$ cat config.mk
export PLATFORM = sky130hd
export DESIGN_NAME = lane_dispatch
export DESIGN_NICKNAME = d
export VERILOG_FILES = /design/src/rtl/lane_dispatch_pkg.sv /design/src/rtl/dispatch_fifo.sv /design/src/rtl/lane_dispatch.sv
export SDC_FILE = /design/constraint.sdc
export NUM_CORES = 1
export LEC_CHECK = 0
export BUFFER_PORTS_ARGS = -buffer_cell sky130_fd_sc_hd__buf_2
export CAP_MARGIN = 20
export CORE_MARGIN = 3
export CORE_UTILIZATION = 40
export CTS_BUF_LIST = sky130_fd_sc_hd__clkbuf_8
export DETAILED_ROUTE_END_ITERATION = 10
export HOLD_SLACK_MARGIN = 0.03
export PLACE_DENSITY = 0.65
export SLEW_MARGIN = 0
export SYNTH_ARGS = -nofsm -noshare
export SYNTH_HDL_FRONTEND = slang
export SYNTH_SLANG_ARGS = --single-unit
$ cat constraint.sdc
create_clock -name clk -period 2.3 [get_ports clk]
set_input_delay 0.69 -clock clk [delete_from_list [all_inputs] [get_ports clk]]
set_output_delay 0.69 -clock clk [all_outputs]
set_load 0.005 [all_outputs]
$ cat src/rtl/lane_dispatch_pkg.sv
// lane_dispatch_pkg: shared constants and width helpers for the lane dispatcher.
package lane_dispatch_pkg;

    localparam int DISPATCH_RR_RESET = 0;

    // One bit wider than the FIFO pointers so full and empty are distinct.
    function automatic int occ_width(input int depth);
        return $clog2(depth) + 1;
    endfunction

endpackage

$ cat src/rtl/dispatch_fifo.sv
// dispatch_fifo: circular word buffer with occupancy count and full/empty flags.
module dispatch_fifo
    import lane_dispatch_pkg::*;
#(
    parameter int DATA_BW = 1,
    parameter int FIFO_DEPTH = 4,
    localparam int PTR_W = $clog2(FIFO_DEPTH),
    localparam int OCC_W = occ_width(FIFO_DEPTH)
) (
    input  logic               clk,
    input  logic               rst,
    input  logic               push_i,
    input  logic [DATA_BW-1:0] push_data_i,
    input  logic               pop_i,
    output logic [DATA_BW-1:0] head_o,
    output logic [OCC_W-1:0]   occupancy_o,
    output logic               full_o,
    output logic               empty_o
);

    logic [DATA_BW-1:0] mem_q [FIFO_DEPTH];
    logic [PTR_W-1:0]   wr_q, wr_d, rd_q, rd_d;
    logic [OCC_W-1:0]   occ_q, occ_d;
    logic               do_push, do_pop;

    assign full_o      = occ_q == OCC_W'(FIFO_DEPTH);
    assign empty_o     = occ_q == '0;
    assign do_push     = push_i && !full_o;
    assign do_pop      = pop_i && !empty_o;
    assign head_o      = mem_q[rd_q];
    assign occupancy_o = occ_q;

    always_comb begin
        wr_d  = do_push ? (wr_q == PTR_W'(FIFO_DEPTH - 1) ? '0 : wr_q + PTR_W'(1)) : wr_q;
        rd_d  = do_pop ? (rd_q == PTR_W'(FIFO_DEPTH - 1) ? '0 : rd_q + PTR_W'(1)) : rd_q;
        occ_d = occ_q + OCC_W'(do_push) - OCC_W'(do_pop);
    end

    always_ff @(posedge clk or posedge rst) begin
        if (rst) begin
            wr_q  <= '0;
            rd_q  <= '0;
            occ_q <= '0;
        end else begin
            wr_q  <= wr_d;
            rd_q  <= rd_d;
            occ_q <= occ_d;
        end
    end

    always_ff @(posedge clk) begin
        if (do_push) mem_q[wr_q] <= push_data_i;
    end

endmodule

$ cat src/rtl/lane_dispatch.sv
// lane_dispatch: buffers a word stream and hands each word to the next ready lane
// in round-robin order, driving a demux through registered data/sel/valid.
module lane_dispatch
    import lane_dispatch_pkg::*;
#(
    parameter int NUM_DATA = 2,
    parameter int DATA_BW = 1,
    parameter int FIFO_DEPTH = 4,
    localparam int SEL_WIDTH = $clog2(NUM_DATA),
    localparam int OCC_W = occ_width(FIFO_DEPTH)
) (
    input  logic                 clk,
    input  logic                 rst,
    input  logic                 in_valid,
    input  logic [DATA_BW-1:0]   in_data,
    output logic                 in_ready,
    input  logic [NUM_DATA-1:0]  lane_ready,
    output logic [DATA_BW-1:0]   out_data,
    output logic [SEL_WIDTH-1:0] out_sel,
    output logic                 out_valid,
    output logic [OCC_W-1:0]     occupancy
);

    logic [SEL_WIDTH-1:0] rr_q, rr_d, pick, idx;
    logic [SEL_WIDTH:0]   sum;
    logic [DATA_BW-1:0]   head, out_data_q;
    logic [SEL_WIDTH-1:0] out_sel_q;
    logic                 out_valid_q, full, empty, dispatch;

    dispatch_fifo #(
        .DATA_BW   (DATA_BW),
        .FIFO_DEPTH(FIFO_DEPTH)
    ) u_fifo (
        .clk        (clk),
        .rst        (rst),
        .push_i     (in_valid),
        .push_data_i(in_data),
        .pop_i      (dispatch),
        .head_o     (head),
        .occupancy_o(occupancy),
        .full_o     (full),
        .empty_o    (empty)
    );

    assign in_ready  = !full;
    assign dispatch  = !empty && |lane_ready;
    assign out_data  = out_data_q;
    assign out_sel   = out_sel_q;
    assign out_valid = out_valid_q;

    // Scan farthest-first so the ready lane closest to rr_q overwrites the rest.
    always_comb begin
        pick = rr_q;
        sum  = '0;
        idx  = '0;
        for (int k = NUM_DATA - 1; k >= 0; k--) begin
            sum = {1'b0, rr_q} + (SEL_WIDTH + 1)'(k);
            idx = sum >= (SEL_WIDTH + 1)'(NUM_DATA) ? SEL_WIDTH'(sum - (SEL_WIDTH + 1)'(NUM_DATA)) : SEL_WIDTH'(sum);
            if (lane_ready[idx]) pick = idx;
        end
        rr_d = pick == SEL_WIDTH'(NUM_DATA - 1) ? '0 : pick + SEL_WIDTH'(1);
    end

    always_ff @(posedge clk or posedge rst) begin
        if (rst) begin
            out_valid_q <= 1'b0;
            out_data_q  <= '0;
            out_sel_q   <= '0;
            rr_q        <= SEL_WIDTH'(DISPATCH_RR_RESET);
        end else begin
            out_valid_q <= dispatch;
            if (dispatch) begin
                out_data_q <= head;
                out_sel_q  <= pick;
                rr_q       <= rr_d;
            end
        end
    end

endmodule
==> flow_summary.toml <==
[die]
num_io_pins = 13
dieArea_sq_um = 2432
dieWidth_microns = 49.32
start_util = 0.4301
fp-row-count = 15
die_h_microns = 49.32
core_sq_um = 1745

[cts]
clkTransAtPathRegs_ps = 60
cts-root-buf = "clkbuf_8"
clock_path_buffers = 2
insertion_delay_ps = 240
cts_buffers = 3
cts_max_level = 1
cts_tree = "built"
clock-sinks = 15
hold_buffers = 0

[synth]
synth_nets = 69
synth_area_leaders = "dfrtp_1 37%, edfxtp_1 16%, ha_1 12%, mux2_4 6.0%, inv_1 4.0%"
avgSynthCellArea_sq_um = 13.65
yosysTopAreaCell = "dfrtp_1"
ys.warnings.count = 0
synthesis.area_sq_um = 750.7
yosysMostFrequentCell = "dfrtp_1"
synth-seq-area-share = 0.5267
ys_ff_latch = 15
synth_edf_count = 4
synthTopCellsByCount = "11 x dfrtp_1, 8 x inv_1, 7 x ha_1, 4 x and2_1, 4 x edfxtp_1"
synthFlopType = "dfrtp_1"
synth_cells = 55
synth_cell_type_count = 20
async_flop_share = 0.7333
yosysTopAreaCellShare = 0.3667

[final_layout]
syn_to_final_growth_pct = 22.33
layout.nets = 90
diodes = 0
nFillCells = 150
drive_gt1_frac = 0.4000

[timing]
post-route-period-util = 0.9483
timing.hold.ws_ps = 428.1
drv_slew = 0
setup_viol = 0
clock.fmax_mhz = 458.5
finalCriticalPeriod_ps = 2181
rsz0062_at_grt = "no"
final_hold_viol_count = 0
slew_headroom = 0.7159
worst_pin_slew_ps = 425.7
finalClockSkew_ps = 1.408
tns_ps = 0

[global_routing]
grtUsageTotal = 0.09592
grt_pass1_wl_microns = 1773
antenna_found_initial = 0
grt_max_degree = 12
first_global_vias = 422
overflow = 0

[power_and_ir_drop]
power_frac_seq = 0.386
switching_share = 0.3210
power_density_nw_per_um2 = 1326
p_comb_frac = 0.441
clock_power_share = 0.173
p_int_mw = 0.8272
power.switching_mw = 0.3910
p_leak_nw = 0.4380
ir_drop_v = 0.0004881

[worst_setup_path]
cpMostUsedCell = "ha_1"
max_stage_delay_ps = 410
critPathCaptureType = "register"
cp.arrival_ps = 2310
crit_slowest_cell = "or3_4"
worstSetupPathType = "reg2reg"
crit_buf_inv = 2
crit_chain = "or3_4, o21ai_4, inv_2, ha_1, inv_1, ha_1, fa_1, xor2_1, xnor2_1"
crit_fanout = 3
critical_path.top_delay_family = "adder cells"
crit_path_start_kind = "register"
crit_required_ps = 2430

[run]
max_cap_viol_count = 0

[status]
status = "completed"

[drt]
drc = 0
drtIter0Drc = 0
via_per_inst = 4.240
antenna_left = 0
wl_microns = 1003
wire_per_inst_microns = 10.03
routed-via-count = 424
firstDrtPassIters = 1

[placement]
gp_congestion = 0.6575
port-buffer-count = 12
dpl.hpwl_microns = 794.8

[min_path]
hold_path_class = "in2async"
sequential cells by signal (all words and copies together) (netlist names):
signal              flops
rr_q                    1
out_data                1
u_fifo.occupancy_o      3
u_fifo.wr_q             2
out_sel                 1
out_valid               1
u_fifo.mem_q            4
u_fifo.rd_q             2
power groups by stage:
stage          Sequential [mW]  Clock [mW]  Combinational (mW)
3_3_place_gp             0.472           0               0.523
2_1_floorplan            0.483           0               0.362
4_1_cts                  0.473       0.220               0.535
6_report                 0.471       0.210               0.537
5_1_grt                  0.487       0.232               0.605
3_5_place_dp             0.478           0               0.536
timing repair:
item,4_1_cts,5_1_grt
resized for setup,0,1
setup endpoints to repair,0,1
setup buffers,0,1
hold endpoints to repair,0,0
cells by family after synthesis:
family,Yosys count,share of synthesized area
xor gates and xnor gates,2,0.02334
AOI/OAI and AO/OA,5,0.06500
muxes,6,0.1200
buffers and inverters,8,0.04000
adders and majority gates,8,0.1433
DFF,15,0.5267
and+or+nand+nor,11,0.08167
layer usage:
metal  share of wire  up-vias  track usage  wire (microns)
li1                -      223            -               -
met4               0        0      0.05687               0
met3           0.050        0      0.01835              50
met1            0.49      193       0.1223             490
met2            0.46        8       0.1496             461
met5               0        -            0               0
placed cells by master (no fill, tap or decap), types with 2 or more instances in the layout:
master / instances
buf_2: 12
dfrtp_1: 11
inv_1: 7
ha_1: 7
and2_1: 4
buf_4: 4
edfxtp_1: 4
mux2_4: 3
nor2_1: 3
clkbuf_8: 3
mux2_2: 2
nand2_1: 2
stage by stage:
| stage | instances | worst slack [ps] | util | power [mW] | cell area [sq um] |
|---|---|---|---|---|---|
| detailed placement | 95 | 3.848 | 0.4953 | 1.013 | 864.6 |
| finish | 100 | 118.8 | 0.5262 | 1.218 | 918.4 |
| global placement | 95 | 23.25 | 0.4953 | 0.9949 | 864.6 |
| floorplan | 55 | 34.75 | - | 0.8453 | 750.7 |
| global route | 100 | 26.94 | 0.5262 | 1.324 | 918.4 |
| CTS | 99 | 110.7 | 0.5219 | 1.228 | 910.9 |
final timing paths:
kind,from,endpoint,slack (ps),depth (start not counted)
worst max-delay path,u_fifo.occupancy_o[1],u_fifo.occupancy_o[2],120,9
worst min-delay path,rst,u_fifo.wr_q[0],430,2
worst max register to register,u_fifo.occupancy_o[1],u_fifo.occupancy_o[2],120,9
max in group asynchronous,rst,out_data,1580,2
min in group clk,rr_q,rr_q,470,1
worst min register to register,rr_q,rr_q,470,1
area by class of cell:
type | instances | area, sq um | area share
Sequential cell | 15 | 395.4 | 0.4305
Clock inverter | 1 | 5.005 | 0.005450
Inverter | 8 | 30.03 | 0.03270
Timing Repair Buffer | 16 | 90.09 | 0.09809
Tap cell | 25 | 31.28 | 0.03406
Multi-Input combinational cell | 32 | 325.3 | 0.3542
Clock buffer | 3 | 41.29 | 0.04496
(Power assumes the default switching activity.)
